<file path="src/rtl/ysyx_25060170_ifetch_buf.sv">
// ----------------------------------------------------------------------------
// ysyx_25060170_ifetch_buf
//
// Instruction-fetch stage placed directly after the PC generator. It accepts
// one PC per handshake and keeps at most one read outstanding on the
// instruction-memory bus. Each returned {pc, inst} pair goes into a small
// FIFO, which feeds decode over valid/ready. pc_ready_o is the PC
// generator's advance-enable.
//
// Optional build macro:
//   IFETCH_ALIGN_CHECK_EN - if defined, an accepted PC with pc_i[1:0] != 0
//   sends no memory request. Instead it pushes {pc_i, inst=0, fault=1}
//   directly. If undefined, inst_fault_o is tied to 0.
//
// Ports:
//   clk              sole clock, rising edge
//   rst              synchronous reset, active low
//   pc_i/pc_valid_i  fetch address from the PC generator
//   pc_ready_o       PC accepted when pc_valid_i & pc_ready_o
//   mem_req_*        read request (valid/ready, address)
//   mem_rsp_*        read response (one valid pulse per request)
//   flush_i          discard all queued and in-flight fetches
//   inst_valid_o/inst_ready_i  FIFO head handshake toward decode
//   inst_o/inst_pc_o/inst_fault_o  FIFO head fields
// ----------------------------------------------------------------------------
module ysyx_25060170_ifetch_buf #(
    parameter int ADDR_W = 32,
    parameter int DATA_W = 32,
    parameter int DEPTH  = 2
) (
    input  logic              clk,
    input  logic              rst,
    input  logic [ADDR_W-1:0] pc_i,
    input  logic              pc_valid_i,
    output logic              pc_ready_o,
    output logic              mem_req_valid_o,
    input  logic              mem_req_ready_i,
    output logic [ADDR_W-1:0] mem_req_addr_o,
    input  logic              mem_rsp_valid_i,
    input  logic [DATA_W-1:0] mem_rsp_data_i,
    input  logic              flush_i,
    output logic              inst_valid_o,
    input  logic              inst_ready_i,
    output logic [DATA_W-1:0] inst_o,
    output logic [ADDR_W-1:0] inst_pc_o,
    output logic              inst_fault_o
);

    localparam int AW = $clog2(DEPTH);
    localparam logic [AW:0] DEPTH_C = DEPTH[AW:0];

    localparam logic [1:0] S_IDLE = 2'd0;
    localparam logic [1:0] S_REQ  = 2'd1;
    localparam logic [1:0] S_WAIT = 2'd2;

    logic [1:0]        r_state;
    logic [ADDR_W-1:0] r_req_pc;
    logic              r_kill;

    logic [ADDR_W-1:0] r_pc_mem   [DEPTH];
    logic [DATA_W-1:0] r_inst_mem [DEPTH];
    logic [AW-1:0]     r_wptr;
    logic [AW-1:0]     r_rptr;
    logic [AW:0]       r_count;

    logic              w_pc_fire;
    logic              w_misalign;
    logic              w_rsp_push;
    logic              w_push;
    logic              w_pop;
    logic [ADDR_W-1:0] w_push_pc;
    logic [DATA_W-1:0] w_push_inst;

    // A FIFO slot is reserved when a PC is accepted. Only this fetch can push
    // before it completes, so a later push can never overflow.
    assign pc_ready_o = (r_state == S_IDLE) && (r_count < DEPTH_C) && !flush_i;
    assign w_pc_fire  = pc_valid_i && pc_ready_o;

`ifdef IFETCH_ALIGN_CHECK_EN
    assign w_misalign = w_pc_fire && (pc_i[1:0] != 2'b00);
`else
    assign w_misalign = 1'b0;
`endif

    // Once raised, the request stays up until it is taken, even across a
    // flush. The killed response is dropped on return.
    assign mem_req_valid_o = (r_state == S_REQ);
    assign mem_req_addr_o  = (r_state == S_REQ) ? r_req_pc : '0;

    assign w_rsp_push = (r_state == S_WAIT) && mem_rsp_valid_i && !r_kill && !flush_i;
    assign w_push     = w_rsp_push || w_misalign;
    assign inst_valid_o = (r_count != '0);
    assign w_pop      = inst_valid_o && inst_ready_i;

    // NOTE: every signal written in always_comb gets a default value first.
    // This keeps the block latch-free whatever the branches below do.
    always_comb begin
        w_push_pc   = r_req_pc;
        w_push_inst = mem_rsp_data_i;
        if (w_misalign) begin
            w_push_pc   = pc_i;
            w_push_inst = '0;
        end
    end

    // NOTE: sequential state uses non-blocking assignments only. All
    // registers then update together from values sampled before the edge.
    always_ff @(posedge clk) begin
        if (!rst) begin
            r_state  <= S_IDLE;
            r_req_pc <= '0;
            r_kill   <= 1'b0;
        end else begin
            case (r_state)
                S_IDLE: begin
                    r_kill <= 1'b0;
                    if (w_pc_fire && !w_misalign) begin
                        r_state  <= S_REQ;
                        r_req_pc <= pc_i;
                    end
                end
                S_REQ: begin
                    if (flush_i) r_kill <= 1'b1;
                    if (mem_req_ready_i) r_state <= S_WAIT;
                end
                S_WAIT: begin
                    if (mem_rsp_valid_i) begin
                        // A response arriving with flush is dropped by w_rsp_push.
                        r_state <= S_IDLE;
                        r_kill  <= 1'b0;
                    end else if (flush_i) begin
                        r_kill <= 1'b1;
                    end
                end
                default: r_state <= S_IDLE;
            endcase
        end
    end

    // NOTE: the entry storage is reset on purpose. The head fields are driven
    // straight from the entry at r_rptr, so after reset they must read as 0.
    always_ff @(posedge clk) begin
        if (!rst) begin
            for (int i = 0; i < DEPTH; i++) begin
                r_pc_mem[i]   <= '0;
                r_inst_mem[i] <= '0;
            end
            r_wptr  <= '0;
            r_rptr  <= '0;
            r_count <= '0;
        end else if (flush_i) begin
            r_wptr  <= '0;
            r_rptr  <= '0;
            r_count <= '0;
        end else begin
            if (w_push) begin
                r_pc_mem[r_wptr]   <= w_push_pc;
                r_inst_mem[r_wptr] <= w_push_inst;
                r_wptr             <= r_wptr + 1'b1;
            end
            if (w_pop) r_rptr <= r_rptr + 1'b1;
            case ({w_push, w_pop})
                2'b10:   r_count <= r_count + 1'b1;
                2'b01:   r_count <= r_count - 1'b1;
                default: r_count <= r_count;
            endcase
        end
    end

    assign inst_o    = r_inst_mem[r_rptr];
    assign inst_pc_o = r_pc_mem[r_rptr];

`ifdef IFETCH_ALIGN_CHECK_EN
    logic r_fault_mem [DEPTH];

    always_ff @(posedge clk) begin
        if (!rst) begin
            for (int i = 0; i < DEPTH; i++) r_fault_mem[i] <= 1'b0;
        end else if (w_push && !flush_i) begin
            r_fault_mem[r_wptr] <= w_misalign;
        end
    end

    assign inst_fault_o = r_fault_mem[r_rptr];
`else
    assign inst_fault_o = 1'b0;
`endif

endmodule

</file>
<file path="config.mk">
export PLATFORM = sky130hd
export DESIGN_NAME = ysyx_25060170_ifetch_buf
export DESIGN_NICKNAME = d
export VERILOG_FILES = /design/src/rtl/ysyx_25060170_ifetch_buf.sv
export SDC_FILE = /design/constraint.sdc
export NUM_CORES = 1
export LEC_CHECK = 0
export CAP_MARGIN = 20
export CORE_ASPECT_RATIO = 1.5
export CORE_MARGIN = 4
export CORE_UTILIZATION = 50
export CTS_CLUSTER_SIZE = 10
export DETAILED_ROUTE_END_ITERATION = 12
export PLACE_DENSITY_LB_ADDON = 0.1
export SYNTH_ARGS = -nofsm -noshare
export SYNTH_HDL_FRONTEND = slang
export SYNTH_SLANG_ARGS = --single-unit
export TNS_END_PERCENT = 100
</file>
<file path="constraint.sdc">
create_clock -name clk -period 19.7 [get_ports clk]
set_clock_uncertainty 0.2 [all_clocks]
set_input_delay 3.94 -clock clk [delete_from_list [all_inputs] [get_ports clk]]
set_output_delay 3.94 -clock clk [all_outputs]
set_load 0.01 [all_outputs]
</file>
==> reports/summary.txt <==
Status = finished, final reports clean
H-tree Lvls = 4
Initial antenna violation count = 0
Yosys reg bits = 168
Pre-CTS WS = 10.24 ns
Net Sw Frac = 23.4%
Die Area = 0.0169 mm^2
Pre-antenna DRT Iters = 4
Detailed-route via count = 4636
Fin worst setup slack = 10.25 ns
Startpoint types = input pin
Fin crit share = 48.0%
WL final = 15.7 mm
CTS sink cnt = 168
Fin cells = 940
Netlist cell types = 35
R2R Path End = r_inst_mem[0][17]$_SDFFCE_PN0P_
# hold bufs at CTS = 0
Slew HR = 37.0%
Syn nets = 649
Num CTS Buffers = 17
Remaining Overflow, GRT = 0
# IOs = 171
Share of layout cells above drive strength 1 = 14.8%
IO Port Bufs = 169
Hold WC Path Type = reg2reg
Cells after Synth = 572
Cell row count = 54
Filler instances = 1087
Placed cell count = 907
Hold depth = 2
Gpl congestion = 0.798
R2R cell count = 6
# diodes = 0
P_leak = 3.64 nW
Nets = 808
Sequential area share after synthesis = 62.6%
Peak supply drop = 0.0655 mV
Die Wd = 107 um
RSZ-0062 raised after global routing = false
Clock transition at the registers of the reported paths = 0.06 ns
GRT Resource Usage Total = 19.1%
Area of the core = 0.0145 mm^2
Final number of hold-violating endpoints = 0
DRC violations left = 0
Post-route ant nets = 0
Via density = 4.93
Mapped Area = 0.00742 mm^2
P_int = 0.699 mW
Avg WL per Cell = 16.7 um
Starting Density = 51.1%
CP Launch Point = flush_i
Critical path capture point type = output pin
Root buffer cell = clkbuf_16
Logic gate share of total power = 15.5%
Post-route cell area = 0.00991 mm^2
Slew Viols, Final = 0
Worst-path fanout max = 7
Crit path to = pc_ready_o
Post-CTS setup buffer count = 0
Seq pwr share = 46.4%
CTS tree = built
Vias in the first global route = 5003
CP Class = in2out
Largest net degree at the start of global routing = 65
P_sw = 0.213 mW
Clock power share = 38.2%
# setup viols final = 0
Reg-to-Reg Start = r_state[0]$_SDFFE_PN0P_
Least-Margin Pin Slew = 0.945 ns
Yosys warns = 0
Total negative slack = 0 ns
Worst-Skew Late Latency = 0.41 ns
Die Ht = 157 um
Max Cap Viol = 0
R2R setup slack = 17.26 ns
Fmax = 106 MHz
Cell Area, Placed = 0.00924 mm^2
Post-synthesis area per instance = 13.0 um^2
Post-CTS sizing = 0
Syn-to-layout area delta = 33.5%
CP required = 15.56 ns
First DRT Iteration DRCs = 136
Worst-case clock buffer depth = 2
Critical Path AT = 5.31 ns
Detail Placement HPWL = 10.1 mm
First-pass GRT wire length = 25.0 mm
Min Clock Period, post-route = 9.45 ns
Pwr dens = 92.1 mW/mm^2
## final cells by class
class / instances / area (um^2) / area share, %
clock buffer: 24 / 536 / 5.40
multi-input combinational: 363 / 2590 / 26.2
clock inverter: 8 / 105 / 1.06
timing repair buffer: 176 / 1760 / 17.8
sequential: 168 / 4650 / 46.9
inverter: 5 / 18.8 / 0.189
tap: 196 / 245 / 2.47
## power by group through the flow
stage / logic [mW] / registers (mW) / clock network [mW]
floorplan: 0.0717 / 0.427 / 0
global placement: 0.135 / 0.428 / 0
detailed placement: 0.138 / 0.431 / 0
CTS: 0.139 / 0.423 / 0.355
global route: 0.154 / 0.426 / 0.373
finish: 0.141 / 0.423 / 0.348
## registers in the layout (all words and copies together), names as in the netlist, named ones only
register    cells
r_rptr          1
r_req_pc       32
r_inst_mem     64
r_count         2
r_wptr          1
r_state         2
r_kill          1
r_pc_mem       64
## placed cells by master, fill, tap and decap left out, types with 2 or more instances in the layout
| master | Yosys | final |
|---|---|---|
| and2_1 | 160 | 160 |
| inv_6 | 0 | 2 |
| clkinvlp_4 | 0 | 2 |
| a21boi_1 | 5 | 5 |
| ha_1 | 6 | 6 |
| mux2_2 | 64 | 64 |
| inv_1 | 5 | 5 |
| xnor2_1 | 3 | 3 |
| buf_4 | 1 | 6 |
| clkbuf_8 | 0 | 2 |
| nor2_1 | 4 | 4 |
| edfxtp_1 | 128 | 128 |
| o21ai_0 | 4 | 3 |
| nor2b_1 | 2 | 2 |
| a21oi_1 | 2 | 2 |
| clkbuf_16 | 0 | 20 |
| dfxtp_1 | 40 | 39 |
| nand2_1 | 69 | 68 |
| bufinv_16 | 0 | 2 |
| a21boi_0 | 27 | 27 |
| clkbuf_1 | 20 | 2 |
| clkdlybuf4s50_1 | 0 | 169 |
## Yosys cell counts
library cell	n	area share, %
a221oi_1	1	0.12
nand2_1	69	3.5
mux2i_1	1	0.13
and2_1	160	13
a211o_1	1	0.12
o21ai_0	4	0.27
a21oi_1	2	0.13
nand2b_4	1	0.19
nor3b_1	1	0.10
or2_2	1	0.084
o211a_1	1	0.13
mux2_2	64	9.7
nor4bb_1	1	0.13
xor2_1	1	0.12
ha_1	6	1.0
nor2b_1	2	0.17
conb_1	1	0.051
a21boi_0	27	2.7
clkbuf_1	20	1.0
buf_2	8	0.54
buf_6	7	1.1
nand4bb_1	1	0.15
and4bb_2	1	0.17
a21boi_1	5	0.51
or3_1	1	0.084
nor4_4	1	0.29
inv_1	5	0.25
o21a_1	1	0.10
nor2_1	4	0.20
edfxtp_1	128	52
or3b_2	1	0.12
buf_4	1	0.10
nor4b_4	1	0.32
dfxtp_1	40	11
xnor2_1	3	0.35
## worst min path at each step
| stage | from | to | slack (ns) |
|---|---|---|---|
| global route | r_req_pc[14]$_SDFFE_PN0P_ | r_req_pc[14]$_SDFFE_PN0P_ | 0.32 |
| CTS | r_req_pc[22]$_SDFFE_PN0P_ | r_req_pc[22]$_SDFFE_PN0P_ | 0.28 |
| finish | r_req_pc[22]$_SDFFE_PN0P_ | r_req_pc[22]$_SDFFE_PN0P_ | 0.28 |
| global placement | r_req_pc[22]$_SDFFE_PN0P_ | r_req_pc[22]$_SDFFE_PN0P_ | 0.26 |
| detailed placement | r_req_pc[22]$_SDFFE_PN0P_ | r_req_pc[22]$_SDFFE_PN0P_ | 0.27 |
| floorplan | r_req_pc[20]$_SDFFE_PN0P_ | r_req_pc[20]$_SDFFE_PN0P_ | 0.25 |
## critical path, stage by stage
cell,delay (ns)
clkdlybuf4s50_1,0.54
nor3b_1,0.26
clkdlybuf4s50_1,0.58
## per-layer routing
layer	global-route usage [%]	vias up	share of wire, %
li1	-	2270	-
met4	4.69	0	0.97
met5	0	-	0
met3	5.21	11	4.8
met1	21.8	2240	40
met2	35.1	115	54
## cell families (layout without fill, tap and decap cells)
logic type	count (synthesis)	after routing	synth area share, %
compound gates	42	42	4.11
xor+xnor	4	4	0.472
simple gates	245	245	19.0
buf+inv	41	213	2.97
fa+ha+maj	6	6	1.01
flops	168	168	62.6
other cells	1	1	0.0505
mux	65	65	9.84
## stage by stage
step                hold WS [ns]  util, %  power [mW]
finish                     0.278     68.2       0.913
global route               0.318     68.2       0.953
CTS                        0.279     68.0       0.917
detailed placement         0.270     63.6       0.569
global placement           0.265     63.6       0.563
floorplan                  0.247        -       0.499
(Power assumes the default switching activity.)
